`config.mk`:
```
export PLATFORM = sky130hd
export DESIGN_NAME = axi_sram_port_arbiter
export DESIGN_NICKNAME = d
export VERILOG_FILES = /design/src/rtl/axi_sram_port_arbiter.sv
export SDC_FILE = /design/constraint.sdc
export NUM_CORES = 1
export LEC_CHECK = 0
export CAP_MARGIN = 20
export CORE_AREA = 8 8 131 133
export DETAILED_ROUTE_END_ITERATION = 8
export DIE_AREA = 0 0 139 141
export DONT_BUFFER_PORTS = 1
export GPL_TIMING_DRIVEN = 0
export SYNTH_ARGS = -nofsm -noshare
export SYNTH_HDL_FRONTEND = slang
export SYNTH_SLANG_ARGS = --single-unit
```
`constraint.sdc`:
```
create_clock -name ACLK -period 2.26 [get_ports ACLK]
set_input_delay 0 -clock ACLK [delete_from_list [all_inputs] [get_ports ACLK]]
set_output_delay 0 -clock ACLK [all_outputs]
set_load 0.03 [all_outputs]
```
`src/rtl/axi_sram_port_arbiter.sv`:
```
// Arbitrates one single-port synchronous SRAM between an AXI slave's read and write beat ports.
// Whole bursts are granted per direction, with round-robin and a beat cap when the other side waits.
//
// state   | meaning
// --------+---------------------------------------------------------------
// IDLE    | no grant; picks the requester (opposite last_dir on a tie)
// READ    | read port owns the SRAM; RD_READY high
// WRITE   | write port owns the SRAM; WR_READY high
// TURN    | one bubble cycle between directions, then opposite last_dir
module axi_sram_port_arbiter #(
    parameter int width      = 22,
    parameter int p_size     = 3,
    parameter int rd_latency = 1,
    parameter int max_burst  = 16,
    parameter int turnaround = 1
) (
    input  logic                        ACLK,
    input  logic                        ARESET,
    input  logic                        RD_VALID,
    input  logic [width-1:0]            RD_ADDR,
    input  logic                        RD_LAST,
    output logic                        RD_READY,
    output logic [(8<<p_size)-1:0]      RD_DATA,
    output logic                        RD_DATA_VALID,
    input  logic                        WR_VALID,
    input  logic [width-1:0]            WR_ADDR,
    input  logic [(8<<p_size)-1:0]      WR_DATA,
    input  logic [(1<<p_size)-1:0]      WR_BE,
    input  logic                        WR_LAST,
    output logic                        WR_READY,
    output logic                        SRAM_CE,
    output logic                        SRAM_WE,
    output logic [width-1:0]            SRAM_ADDR,
    output logic [(8<<p_size)-1:0]      SRAM_WDATA,
    output logic [(1<<p_size)-1:0]      SRAM_BE,
    input  logic [(8<<p_size)-1:0]      SRAM_RDATA
);

    localparam int cnt_w = $clog2(max_burst) + 1;
    localparam logic [cnt_w-1:0] cap_val = cnt_w'(max_burst - 1);

    typedef enum logic [1:0] {
        st_idle  = 2'd0,
        st_read  = 2'd1,
        st_write = 2'd2,
        st_turn  = 2'd3
    } state_t;

    state_t              state;
    logic                last_dir;      // 1 = write
    logic [cnt_w-1:0]    beat_cnt;
    logic                mid_burst;
    logic [rd_latency-1:0] rd_pipe;

    logic   cur_write;
    logic   rd_acc;
    logic   wr_acc;
    logic   acc;
    logic   last_beat;
    logic   own_valid;
    logic   other_valid;
    logic   at_cap;
    logic   burst_end;
    state_t other_grant;
    state_t handover;

    always_comb begin
        cur_write   = (state == st_write);
        rd_acc      = (state == st_read) && RD_VALID;
        wr_acc      = (state == st_write) && WR_VALID;
        acc         = rd_acc || wr_acc;
        last_beat   = cur_write ? WR_LAST : RD_LAST;
        own_valid   = cur_write ? WR_VALID : RD_VALID;
        other_valid = cur_write ? RD_VALID : WR_VALID;
        at_cap      = (beat_cnt == cap_val);
        burst_end   = acc && (last_beat || (at_cap && other_valid));
        other_grant = cur_write ? st_read : st_write;
        handover    = (turnaround != 0) ? st_turn : other_grant;
    end

    assign RD_READY = (state == st_read);
    assign WR_READY = (state == st_write);

    always_comb begin
        SRAM_CE    = 1'b0;
        SRAM_WE    = 1'b0;
        SRAM_ADDR  = '0;
        SRAM_WDATA = '0;
        SRAM_BE    = '0;
        if (rd_acc) begin
            SRAM_CE   = 1'b1;
            SRAM_ADDR = RD_ADDR;
            SRAM_BE   = '1;
        end else if (wr_acc) begin
            SRAM_CE    = 1'b1;
            SRAM_WE    = 1'b1;
            SRAM_ADDR  = WR_ADDR;
            SRAM_WDATA = WR_DATA;
            SRAM_BE    = WR_BE;
        end
    end

    // Between bursts (mid_burst low) a grant with no own request is released,
    // so a finished burst falls back to IDLE or hands over to a waiting side.
    always_ff @(posedge ACLK or posedge ARESET) begin
        if (ARESET) begin
            state     <= st_idle;
            last_dir  <= 1'b1;
            beat_cnt  <= '0;
            mid_burst <= 1'b0;
        end else begin
            case (state)
                st_idle: begin
                    if (RD_VALID && (!WR_VALID || last_dir))
                        state <= st_read;
                    else if (WR_VALID)
                        state <= st_write;
                end
                st_read, st_write: begin
                    if (burst_end) begin
                        last_dir  <= cur_write;
                        beat_cnt  <= '0;
                        mid_burst <= 1'b0;
                        if (other_valid)
                            state <= handover;
                    end else if (acc) begin
                        beat_cnt  <= at_cap ? '0 : beat_cnt + 1'b1;
                        mid_burst <= 1'b1;
                    end else if (!mid_burst && !own_valid) begin
                        last_dir <= cur_write;
                        state    <= other_valid ? handover : st_idle;
                    end
                end
                st_turn: begin
                    state <= last_dir ? st_read : st_write;
                end
                default: state <= st_idle;
            endcase
        end
    end

    generate
        if (rd_latency == 1) begin : g_pipe1
            always_ff @(posedge ACLK or posedge ARESET) begin
                if (ARESET) rd_pipe <= '0;
                else        rd_pipe <= rd_acc;
            end
        end else begin : g_pipen
            always_ff @(posedge ACLK or posedge ARESET) begin
                if (ARESET) rd_pipe <= '0;
                else        rd_pipe <= {rd_pipe[rd_latency-2:0], rd_acc};
            end
        end
    endgenerate

    assign RD_DATA_VALID = rd_pipe[rd_latency-1];
    assign RD_DATA       = RD_DATA_VALID ? SRAM_RDATA : '0;

endmodule
```
==> impl_metrics.py <==
metrics = {
    "run_status": {
        "status": "finished clean",
    },
    "worst_hold_path": {
        "hold_path_class": "in2reg",
    },
    "timing": {
        "min_period_over_period": 0.959,
        "rsz0062_at_grt": "no",
        "finalMaxSlewViolations": 0,
        "relSlewSlack": 0.713,
        "layout_min_cycle_time_ns": 2.17,
        "skew_ns": 0.00121,
        "hold_viol": 0,
        "layout_setup_ws_ns": 0.0929,
        "worst_pin_slew_ns": 0.431,
        "setup_viol": 0,
        "max_freq_mhz": 461,
    },
    "yosys": {
        "ys_warn_count": 0,
        "synth-seq-area-share": 0.137,
        "syn_nets": 457,
        "synth_xor_area_frac": 0.00476,
        "synth_compound_area_frac": 0.175,
        "syn_area_um2": 1840,
        "synth_area_per_cell_um2": 6.95,
        "synth_top_family_by_area": "simple AND/OR/NAND/NOR gates",
        "yosys.area_share.simple": 0.528,
        "ys_types": 35,
        "synthCells": 265,
        "ys_ff_latch": 10,
        "synth_adder_area_share": 0.0408,
        "muxShareOfSynthArea": 0.0381,
    },
    "run": {
        "cap_violations": 0,
    },
    "placed_design": {
        "place_congestion": 0.783,
        "dp_hpwl_mm": 10.6,
        "placedCellCount": 453,
        "numPortBuffers": 0,
        "pre_cts_ws_ns": -0.355,
    },
    "clock_network": {
        "clock_sinks": 10,
        "cts_tree": "built",
        "cts.clk_slew.worst_paths_ns": 0.04,
        "clockBufferDepth": 2,
        "cts_made_buffers": 3,
        "clk_latency_ns": 0.24,
        "cts_root_buf": "clkbuf_16",
        "htree_levels": 1,
    },
    "grt": {
        "grt_max_degree": 11,
        "grt_use_total": 0.106,
        "gr-total-overflow": 0,
        "grt_pass1_vias": 2265,
        "antenna_found_initial": 3,
        "grt_pass1_wl_mm": 16.0,
    },
    "die": {
        "ios": 349,
        "row_count": 45,
        "design.die.area_um2": 19600,
        "core_um2": 15000,
        "start_util": 0.123,
        "die_x_um": 139,
        "die_h_um": 141,
    },
    "power_and_ir_drop": {
        "p_leak_nw": 1.05,
        "peakVddDrop_mv": 0.403,
        "power_density_nw_per_um2": 1380,
        "power_mw": 3.39,
    },
    "route": {
        "drtIter0Drc": 95,
        "drc": 0,
        "final_antenna_net_count": 0,
        "post_drt_wl_per_cell_um": 25.7,
        "viasPerCell": 4.45,
        "wirelength_mm": 11.8,
        "vias": 2045,
        "dr.pass1.iters": 4,
    },
    "final_layout": {
        "layout.cells.non_filler": 460,
        "layout_commonest_cell": "and2_1",
        "area_growth_pct": 33.0,
        "multi_input_comb_area_um2": 1670,
        "nFillCells": 1683,
        "final_cell_mix": "and2_1 (83), and2_2 (25), and2_4 (20)",
        "finalNetCount": 464,
        "drive_gt1_frac": 0.354,
        "regArea_um2": 251,
    },
    "setup_path": {
        "worstPathArrival_ns": 2.17,
        "end_kind": "output pin",
        "cp.required_ns": 2.26,
        "cp_max_fo": 10,
        "worstSetupPathType": "reg2out",
        "cp-start-kind": "register",
    },
}
[synth_stat cells, drive strengths merged]
master | n | area (um2)
a211oi | 1 | 7.51
a21oi | 3 | 18.8
a221o | 1 | 10.0
a22o | 22 | 193
and2 | 128 | 801
and3 | 1 | 6.26
buf | 5 | 37.5
clkbuf | 17 | 66.3
dfrtp | 9 | 225
dfstp | 1 | 26.3
ha | 6 | 75.1
inv | 10 | 37.5
mux2 | 2 | 26.3
mux2i | 4 | 43.8
nand2 | 11 | 41.3
nand2b | 2 | 12.5
nand3 | 3 | 15.0
nand4 | 1 | 6.26
nor2 | 18 | 70.1
nor2b | 2 | 12.5
nor3b | 1 | 7.51
o211ai | 2 | 15.0
o21a | 1 | 7.51
o21ai | 11 | 55.1
o22ai | 1 | 6.26
o31a | 1 | 8.76
xor2 | 1 | 8.76
[state kept, by name, indices dropped and copies added, names as in the netlist]
signal	flops
beat_cnt	5
mid_burst	1
RD_DATA_VALID	1
state	2
last_dir	1
[worst max-delay path, cell delays in order, from the launching register on]
cell and delay (ns):
dfrtp_1 0.43, inv_2 0.13, ha_4 0.21, buf_6 0.16, nand2_1 0.11, nor2_4 0.12, buf_12 0.13, clkbuf_4 0.21
a22o_1 0.42
[where the power goes]
part | total [mW] | leakage [nW] | internal [mW] | switching (mW)
Sequential | 0.322 | 0.128 | 0.251 | 0.0713
Clock | 0.354 | 0.0442 | 0.266 | 0.0871
Combinational | 2.71 | 0.881 | 0.772 | 1.94
[path summary, 6_finish.rpt]
kind	slack [ns]	endpoint	start	depth (start not counted)
max in group asynchronous	1.74	last_dir	ARESET	2
min in group asynchronous	0.21	beat_cnt[4]	ARESET	2
hold / removal	0.07	beat_cnt[4]	WR_LAST	3
hold reg to reg	0.52	mid_burst	mid_burst	1
setup reg to reg	0.26	last_dir	state[0]	8
setup / recovery	0.09	SRAM_ADDR[21]	state[0]	8
[through the flow]
step	utilization	hold slack [ns]	TNS, ns	instance area (um2)
after global placement	0.139	-0.0965	-14.90	2080
after floorplan	-	-0.161	0	1840
final	0.163	0.0692	0	2450
after global routing	0.163	0.0908	0	2450
after CTS	0.155	0.0636	-0.136	2320
after detailed placement	0.139	-0.0982	-16.81	2080
[per-layer routing]
| layer | GRT usage | routed length [um] |
|---|---|---|
| met5 | 0 | 13 |
| met4 | 0.0220 | 136 |
| met3 | 0.0577 | 1600 |
| met2 | 0.188 | 5890 |
| met1 | 0.109 | 4170 |
[timing repair]
| action | in CTS | in global routing |
|---|---|---|
| pin swaps | 1 | 0 |
| setup endpoints to repair | 95 | 89 |
| hold endpoints to repair | 10 | 0 |
| gates resized for setup | 72 | 50 |
| hold buffers | 1 | 0 |
| cloned | 0 | 0 |
| setup buffers | 1 | 0 |
[area by class of cell]
type / count / share of cell area
Timing Repair Buffer: 2 / 0.0123
Clock buffer: 4 / 0.0363
Tap cell: 188 / 0.0961
Buffer: 22 / 0.0527
Multi-Input combinational cell: 223 / 0.684
Inverter: 10 / 0.0153
Sequential cell: 10 / 0.103
Antenna cell: 1 / 0.00102
[logic make-up after synthesis]
logic type	after synthesis
buffers and inverters	32
and+or+nand+nor	167
DFF	10
xor gates and xnor gates	1
adders and majority gates	6
AOI/OAI and AO/OA	43
muxes	6
(Power assumes the default switching activity.)
